$ cat src/rtl/key_evt_pkg.sv
// Shared key event types and key code constants for the key event queue.
package key_evt_pkg;

  localparam int unsigned CODE_W = 3;

  typedef logic [CODE_W-1:0] key_code_t;

  localparam key_code_t KEY_NONE   = 3'd0;
  localparam key_code_t KEY_UP     = 3'd1;
  localparam key_code_t KEY_DOWN   = 3'd2;
  localparam key_code_t KEY_LEFT   = 3'd3;
  localparam key_code_t KEY_RIGHT  = 3'd4;
  localparam key_code_t KEY_CENTER = 3'd5;

  // 'repeat' is a reserved word, so the flag is called is_repeat
  typedef struct packed {
    key_code_t code;
    logic      is_repeat;
  } key_evt_t;

endpackage

$ cat src/rtl/key_event_queue_if.sv
// Valid/ready event handshake from the key queue to the game FSM.
interface key_event_queue_if;
  import key_evt_pkg::*;

  logic      evt_valid;
  key_code_t evt_code;
  logic      evt_repeat;
  logic      evt_ready;

  modport master (output evt_valid, output evt_code, output evt_repeat, input evt_ready);
  modport slave  (input evt_valid, input evt_code, input evt_repeat, output evt_ready);

endinterface

$ cat src/rtl/key_evt_fifo.sv
// DEPTH-entry key event FIFO; a push while full is taken only if a pop frees the head slot.
module key_evt_fifo
  import key_evt_pkg::*;
#(
  parameter int unsigned DEPTH = 4
) (
  input  logic     clk,
  input  logic     rst,
  input  logic     push,
  input  logic     pop,
  input  key_evt_t din,
  output logic     full_c,
  output logic     empty_c,
  output key_evt_t head_c
);

  localparam int unsigned AW = $clog2(DEPTH);
  localparam int unsigned PW = AW + 1;

  logic [PW-1:0] wr_ptr;
  logic [PW-1:0] rd_ptr;
  key_evt_t      mem [DEPTH];
  logic          do_push_c;
  logic          do_pop_c;

  assign empty_c   = (wr_ptr == rd_ptr);
  assign full_c    = (wr_ptr[AW] != rd_ptr[AW]) && (wr_ptr[AW-1:0] == rd_ptr[AW-1:0]);
  assign do_pop_c  = pop & ~empty_c;
  assign do_push_c = push & (~full_c | do_pop_c);
  assign head_c    = mem[rd_ptr[AW-1:0]];

  // Pointer update; the extra MSB distinguishes full from empty
  always_ff @(posedge clk or negedge rst) begin
    if (!rst) begin
      wr_ptr <= '0;
      rd_ptr <= '0;
    end else begin
      if (do_push_c) wr_ptr <= wr_ptr + PW'(1);
      if (do_pop_c)  rd_ptr <= rd_ptr + PW'(1);
    end
  end

  // Storage carries no reset; entries are only visible between the pointers
  always_ff @(posedge clk) begin
    if (do_push_c) mem[wr_ptr[AW-1:0]] <= din;
  end

endmodule

$ cat src/rtl/key_event_queue.sv
// Synchronises debounced key levels, turns press edges into queued key codes.
// Optional auto-repeat of a held key is built when KEY_REPEAT_EN is defined.
module key_event_queue
  import key_evt_pkg::*;
#(
  parameter int unsigned NKEYS         = 5,
  parameter int unsigned DEPTH         = 4,
  parameter int unsigned REPEAT_DELAY  = 2**20,
  parameter int unsigned REPEAT_PERIOD = 2**18
) (
  input  logic               clk,
  input  logic               rst,
  input  logic [NKEYS-1:0]   key_level,
  key_event_queue_if.master  evt,
  output logic               overflow,
  output logic               collision
);

  logic [NKEYS-1:0] s1;
  logic [NKEYS-1:0] s2;
  logic [NKEYS-1:0] prev;
  logic [NKEYS-1:0] rise_c;
  logic             multi_c;
  logic             rpt_fire_c;
  logic             push_c;
  logic             pop_c;
  key_evt_t         push_evt_c;
  logic             full_c;
  logic             empty_c;
  key_evt_t         head_c;

  // Lowest set index wins; index i maps to code i+1
  function automatic key_code_t lowest_code(input logic [NKEYS-1:0] v);
    key_code_t c;
    c = KEY_NONE;
    for (int i = int'(NKEYS) - 1; i >= 0; i--) begin
      if (v[i]) c = key_code_t'(i + 1);
    end
    return c;
  endfunction

  // Two-flop synchroniser plus previous-level register for edge detection
  always_ff @(posedge clk or negedge rst) begin
    if (!rst) begin
      s1   <= '0;
      s2   <= '0;
      prev <= '0;
    end else begin
      s1   <= key_level;
      s2   <= s1;
      prev <= s2;
    end
  end

  assign rise_c  = s2 & ~prev;
  assign multi_c = ($countones(rise_c) > 1);

`ifdef KEY_REPEAT_EN
  localparam int unsigned CNT_W = 21;

  logic [CNT_W-1:0] hold_cnt;
  logic             hold_c;

  assign hold_c     = $onehot(s2) && (s2 == prev);
  assign rpt_fire_c = hold_c && (hold_cnt == CNT_W'(REPEAT_DELAY - 1));

  // After the first repeat the counter is rewound so it hits the same
  // terminal value again every REPEAT_PERIOD cycles
  always_ff @(posedge clk or negedge rst) begin
    if (!rst) begin
      hold_cnt <= '0;
    end else if (!hold_c) begin
      hold_cnt <= '0;
    end else if (rpt_fire_c) begin
      hold_cnt <= CNT_W'(REPEAT_DELAY - REPEAT_PERIOD);
    end else begin
      hold_cnt <= hold_cnt + CNT_W'(1);
    end
  end

  assign evt.evt_repeat = ~empty_c & head_c.is_repeat;
`else
  logic unused_repeat_cfg;

  assign rpt_fire_c        = 1'b0;
  assign evt.evt_repeat    = 1'b0;
  assign unused_repeat_cfg = ^{21'(REPEAT_DELAY), 21'(REPEAT_PERIOD), head_c.is_repeat};
`endif

  // Press edges take precedence; a repeat can only fire on a no-edge cycle
  always_comb begin
    push_c     = 1'b0;
    push_evt_c = '0;
    if (|rise_c) begin
      push_c          = 1'b1;
      push_evt_c.code = lowest_code(rise_c);
    end else if (rpt_fire_c) begin
      push_c               = 1'b1;
      push_evt_c.code      = lowest_code(s2);
      push_evt_c.is_repeat = 1'b1;
    end
  end

  assign pop_c = ~empty_c & evt.evt_ready;

  key_evt_fifo #(
    .DEPTH (DEPTH)
  ) u_fifo (
    .clk     (clk),
    .rst     (rst),
    .push    (push_c),
    .pop     (pop_c),
    .din     (push_evt_c),
    .full_c  (full_c),
    .empty_c (empty_c),
    .head_c  (head_c)
  );

  assign evt.evt_valid = ~empty_c;
  assign evt.evt_code  = empty_c ? KEY_NONE : head_c.code;

  // Sticky error flags, cleared only by reset
  always_ff @(posedge clk or negedge rst) begin
    if (!rst) begin
      overflow  <= 1'b0;
      collision <= 1'b0;
    end else begin
      if (push_c && full_c && !pop_c) overflow <= 1'b1;
      if (multi_c)                    collision <= 1'b1;
    end
  end

endmodule

$ cat src/flat_wrapper.sv
// flat-port wrapper written by rule: the top's interface ports become plain ports
module key_event_queue_flat import key_evt_pkg::*;
#(
  parameter int unsigned NKEYS         = 5,
  parameter int unsigned DEPTH         = 4,
  parameter int unsigned REPEAT_DELAY  = 2**20,
  parameter int unsigned REPEAT_PERIOD = 2**18
)
  (clk, rst, key_level, overflow, collision, evt_evt_valid, evt_evt_code, evt_evt_repeat, evt_evt_ready);
  key_event_queue_if evt_i ();
  input  logic clk;
  input  logic rst;
  input  logic [NKEYS-1:0] key_level;
  output logic overflow;
  output logic collision;
  output wire logic [$bits(evt_i.evt_valid)-1:0] evt_evt_valid;
  output wire logic [$bits(evt_i.evt_code)-1:0] evt_evt_code;
  output wire logic [$bits(evt_i.evt_repeat)-1:0] evt_evt_repeat;
  input wire logic [$bits(evt_i.evt_ready)-1:0] evt_evt_ready;
  assign evt_evt_valid = evt_i.evt_valid;
  assign evt_evt_code = evt_i.evt_code;
  assign evt_evt_repeat = evt_i.evt_repeat;
  assign evt_i.evt_ready = evt_evt_ready;
  key_event_queue #(.NKEYS(NKEYS), .DEPTH(DEPTH), .REPEAT_DELAY(REPEAT_DELAY), .REPEAT_PERIOD(REPEAT_PERIOD)) u_core (.clk(clk), .rst(rst), .key_level(key_level), .evt(evt_i), .overflow(overflow), .collision(collision));
endmodule
$ cat config.mk
export PLATFORM = sky130hd
export DESIGN_NAME = key_event_queue_flat
export DESIGN_NICKNAME = d
export VERILOG_FILES = /design/src/rtl/key_evt_pkg.sv /design/src/rtl/key_event_queue_if.sv /design/src/rtl/key_evt_fifo.sv /design/src/rtl/key_event_queue.sv /design/src/flat_wrapper.sv
export SDC_FILE = /design/constraint.sdc
export NUM_CORES = 1
export LEC_CHECK = 0
export ABC_AREA = 1
export CORE_AREA = 2 2 59 61
export CTS_CLUSTER_SIZE = 28
export DETAILED_ROUTE_END_ITERATION = 10
export DIE_AREA = 0 0 61 63
export GPL_ROUTABILITY_DRIVEN = 0
export PLACE_DENSITY = 0.75
export SLEW_MARGIN = 20
export SYNTH_ARGS = -nofsm -noshare
export SYNTH_HDL_FRONTEND = slang
export SYNTH_HIERARCHICAL = 1
export SYNTH_SLANG_ARGS = --single-unit
$ cat constraint.sdc
create_clock -name clk -period 4.95 [get_ports clk]
set_input_delay 1.2375 -clock clk [delete_from_list [all_inputs] [get_ports clk]]
set_output_delay 1.2375 -clock clk [all_outputs]
set_load 0.05 [all_outputs]
* Word level (Yosys, flattened, before mapping)
Memories as Yosys holds them, arrays and structs flattened.
Cells that the tools add are included.
W data, S select, Z words.
** Cells by class
- Divide/modulo/power cells :: 0
- Add/subtract/negate cells :: 6
- Reduce and logical (&&, ||, !) cells :: 5
- Bitwise logic cells :: 8
- Shift operators :: 0
- Equal/unequal tests :: 3
- Magnitude comparators :: 1
- $mul :: 0
- Multiplexer cells :: 10
** Operator list (number)
- $add A32 B1 Y32 :: 1
- $add A32 B32 Y32 :: 1
- $gt A32 B2 Y1 const B :: 1
- $mux W3 :: 7
- $add A3 B1 Y3 const B :: 2
- $and A5 B5 Y5 :: 1
- $not A5 Y5 :: 1
- $reduce_or A5 Y1 :: 1
- $add A1 B1 Y2 :: 2
- $and A1 B1 Y1 :: 3
- $eq A3 B3 Y1 :: 1
- $logic_and A1 B1 Y1 :: 3
- $mux W1 :: 3
- $eq A2 B2 Y1 :: 1
- $not A1 Y1 :: 2
- $logic_not A1 Y1 :: 1
- $ne A1 B1 Y1 :: 1
- $or A1 B1 Y1 :: 1
** Word-level totals
- Bits in read-only memories :: 0
- Word-level logic and storage cells :: 41
- Input bits :: 8
- Latch bits :: 0
- RAM bits :: 12
- Memories kept :: 1
- Output and inout bits :: 7
- Register bits after elaboration :: 23
** Memory list
- u_core.u_fifo.mem :: words 4, width 3, read ports 1, clocked after memory_dff 0, wr ports 1, RTL line key_evt_fifo.sv:22 : key_evt_t mem [DEPTH];

* Depth between registers and ports, before layout
- Depth in word-level cells :: 8
- Mapped depth :: 12
- Gate-level depth less buffers :: 12

* Hierarchy
Netlist, hierarchy kept.
** Modules (own cells, without submodules)
- key_evt_fifo :: seq. area each 630.6 um^2, times used 1, cells each 98, area an instance 1063.5 um^2
- key_event_queue :: seq. area each 425.4 um^2, times used 1, cells each 59, area an instance 653.1 um^2

* Least setup slack after synthesis
Ideal clock, no wire load.
- Path type :: register to output
- Start point :: register u_core.u_fifo.rd_ptr[0]
- End point :: output port evt_evt_code[0]
- Arrival time :: 1.552 ns
- Buffers on the path :: 1
- Data required time :: 3.713 ns
- Setup slack :: 2.161 ns
- Cell stages (with the launch flop) :: 7
- Cell sequence :: dfrtp_1 -> buf_6 -> nand2_1 -> nand2_2 -> nand3_2 -> inv_1 -> nor2_1
** On the way
- Cells in the longest elaborated chain, start to end :: 2
- Elaborated cells between the ends (all ways) :: 3
- Classes of those cells :: eq/ne: 1; mux: 1; memory: 1
** Ends and longest elaborated chain
- from (decl) :: RTL line key_evt_fifo.sv:21 : logic [PW-1:0] rd_ptr;
- from (signal assigned) :: RTL line key_evt_fifo.sv:39 : if (do_pop_c) rd_ptr <= rd_ptr + PW'(1);
- $eq A3 B3 Y1 :: RTL line key_evt_fifo.sv:26 : assign empty_c = (wr_ptr == rd_ptr);
- named net u_core.empty_c :: RTL line key_event_queue.sv:29 : logic empty_c;
- $mux W3 :: RTL line key_event_queue.sv:120 : assign evt.evt_code = empty_c ? KEY_NONE : head_c.code;
- to (decl) :: RTL line flat_wrapper.sv:17 : output wire logic [$bits(evt_i.evt_code)-1:0] evt_evt_code;
The timed path passes the listed nets, and every way through them passes these cells.

* Worst setup path after layout
- Start point :: register u_core.u_fifo.rd_ptr[0]
- End point :: output port evt_evt_code[1]
The elaborated chain is that of the path after synthesis.

==> summary.txt <==
Run status
  – Status: completed

Setup path
  – Critical Path Start: u_core/u_fifo/rd_ptr[0]$_DFFE_PN0P_
  – Critical path destination: evt_evt_code[1]
  – Worst-path fanout max: 10
  – CP Data Required Time: 3.71 ns
  – Worst R2R End: u_core/u_fifo/mem[0][2]$_DFFE_PP_
  – Worst setup path class: reg2out
  – Worst reg2reg path depth: 10
  – Crit path DAT: 2.36 ns
  – Worst r2r src: u_core/u_fifo/rd_ptr[0]$_DFFE_PN0P_
  – Setup crit start kind: flip-flop
  – Critical Path End Type: output pin
  – R2r setup slk: 2.69 ns

Timing
  – Fin crit share: 0.727
  – Tmin final: 3.60 ns
  – Hold WS: 0.357 ns
  – Slew Limit Fails: 0
  – Fmax: 278 MHz
  – Setup Viol. Count Final: 0
  – Slew HR: 0.664
  – Worst Tran Pin Value: 0.504 ns
  – Layout Skew: 0.0143 ns
  – Unrepaired setup endpoints after global routing: false
  – Setup TNS: 0 ns
  – Fin. Hold Viols: 0

GRT
  – GRT Residual Overflow: 0
  – Vias in the first global route: 1002
  – First-pass GRT wire length: 4190 microns
  – Initial antenna violation count: 0
  – Largest net degree at the start of global routing: 24
  – Overall routing resource usage: 0.153

Pwr
  – LEAKAGE: 0.871 nW
  – Pwr Density: 610 nW/um^2
  – VDD IR max: 0.186 mV

Clocking
  – Clk root buf: clkbuf_4
  – Num Clock Sinks: 35
  – Num CTS Buffers: 5
  – Clock tree buffer depth: 2
  – Hold-fix buffers, CTS: 0
  – Reg clk slew, reported paths: 0.11 ns
  – Clk_lat worst skew: 0.34 ns
  – # resized after CTS: 0
  – CTS H-tree depth: 2
  – CTS tree: done
  – # Post-CTS Setup Buffers: 0

Route
  – Final wirelength: 2390 microns
  – Routed vias: 1019
  – DR pass1 iterations: 4
  – DRT iter0 DRCs: 60
  – Antenna-violating nets left: 0
  – WL/cell: 11.2 microns
  – DRC: 0
  – Vias per Instance: 4.78

Placement
  – Port Buffers: 13
  – Post-DP Area: 1740 sq um
  – Placed cell count: 205
  – DPL Wire Length: 1860 microns

Cells and area
  – Final Instance Area: 1810 sq um
  – Commonest non-fill, non-tap cell in the layout: inv_1
  – Final std cells w/o fill: 213
  – Final net count: 181
  – ANT cells: 0
  – Area grow syn2layout: 15.3%
  – Final Util: 0.561
  – Share of cells above drive strength 1: 0.150
  – Most frequent cells in the layout: inv_1 (25), nand2_1 (23), dfrtp_1 (23)

Worst hold path
  – Worst Hold Class: reg2reg
  – Hold_sp: u_core/s1[4]$_DFF_PN0_

Logic synthesis
  – Post-Syn Nets: 163
  – Syn avg cell area: 10.6 sq um
  – Post-synthesis cell count: 148
  – Area of the mapped netlist: 1570 sq um
  – Yosys warnings: 6

Run
  – Max cap viols: 0

Die
  – Core area: 3230 sq um
  – FP Rows: 21
  – Starting density of the core: 0.487
  – Die ar.: 3840 sq um
  – Die height: 63 microns
  – IO Pins: 15
  – Die W: 61 microns
[flip-flops by register name, indices dropped and copies added, names as in the netlist]
signal,flops
u_core/u_fifo/mem,12
u_core/collision,1
u_core/s2,5
u_core/u_fifo/wr_ptr,3
u_core/prev,5
u_core/overflow,1
u_core/s1,5
u_core/u_fifo/rd_ptr,3
[critical path, cell delays in order, from the launching register on]
cell             delay (ns)
dfrtp_1                0.54
inv_2                  0.13
nand2_1                0.09
nand2_2                0.09
nand3_2                0.13
inv_1                  0.11
nor2_1                 0.12
clkdlybuf4s50_1        0.80
[routing by layer]
| metal | share of wire | up-vias | track usage |
|---|---|---|---|
| met4 | 0.045 | 0 | 0.120 |
| met5 | 0 | - | 0 |
| met2 | 0.52 | 26 | 0.235 |
| li1 | - | 502 | - |
| met3 | 0.041 | 12 | 0.0373 |
| met1 | 0.40 | 479 | 0.176 |
[power by group]
group	internal [mW]	total, mW	switching (mW)
Combinational	0.170	0.491	0.321
Clock	0.104	0.193	0.0890
Sequential	0.368	0.423	0.0553
[through the flow]
stage	power, mW	setup slack (ns)
6_report	1.11	1.35
5_1_grt	1.19	1.19
4_1_cts	1.12	1.34
3_5_place_dp	0.923	1.72
3_3_place_gp	0.898	1.83
2_1_floorplan	0.798	2.17
[how the worst min path moves through the flow]
stage	depth (start not counted)	to	slack, ns
2_1_floorplan	0	u_core/s2[0]$_DFF_PN0_	0.33
3_3_place_gp	0	u_core/s2[3]$_DFF_PN0_	0.34
3_5_place_dp	0	u_core/s2[2]$_DFF_PN0_	0.34
4_1_cts	0	u_core/s2[3]$_DFF_PN0_	0.36
5_1_grt	0	u_core/s2[4]$_DFF_PN0_	0.37
6_report	0	u_core/s2[4]$_DFF_PN0_	0.36
[cell type report]
cell class                 count  area, sq um
timing repair buffer          13          125
multi-input combinational     84          517
fill                         285         1420
sequential                    35          936
clock buffer                   5         37.5
tap                           46         57.6
clock inverter                 3         38.8
inverter                      27          101
(Power assumes the default switching activity.)
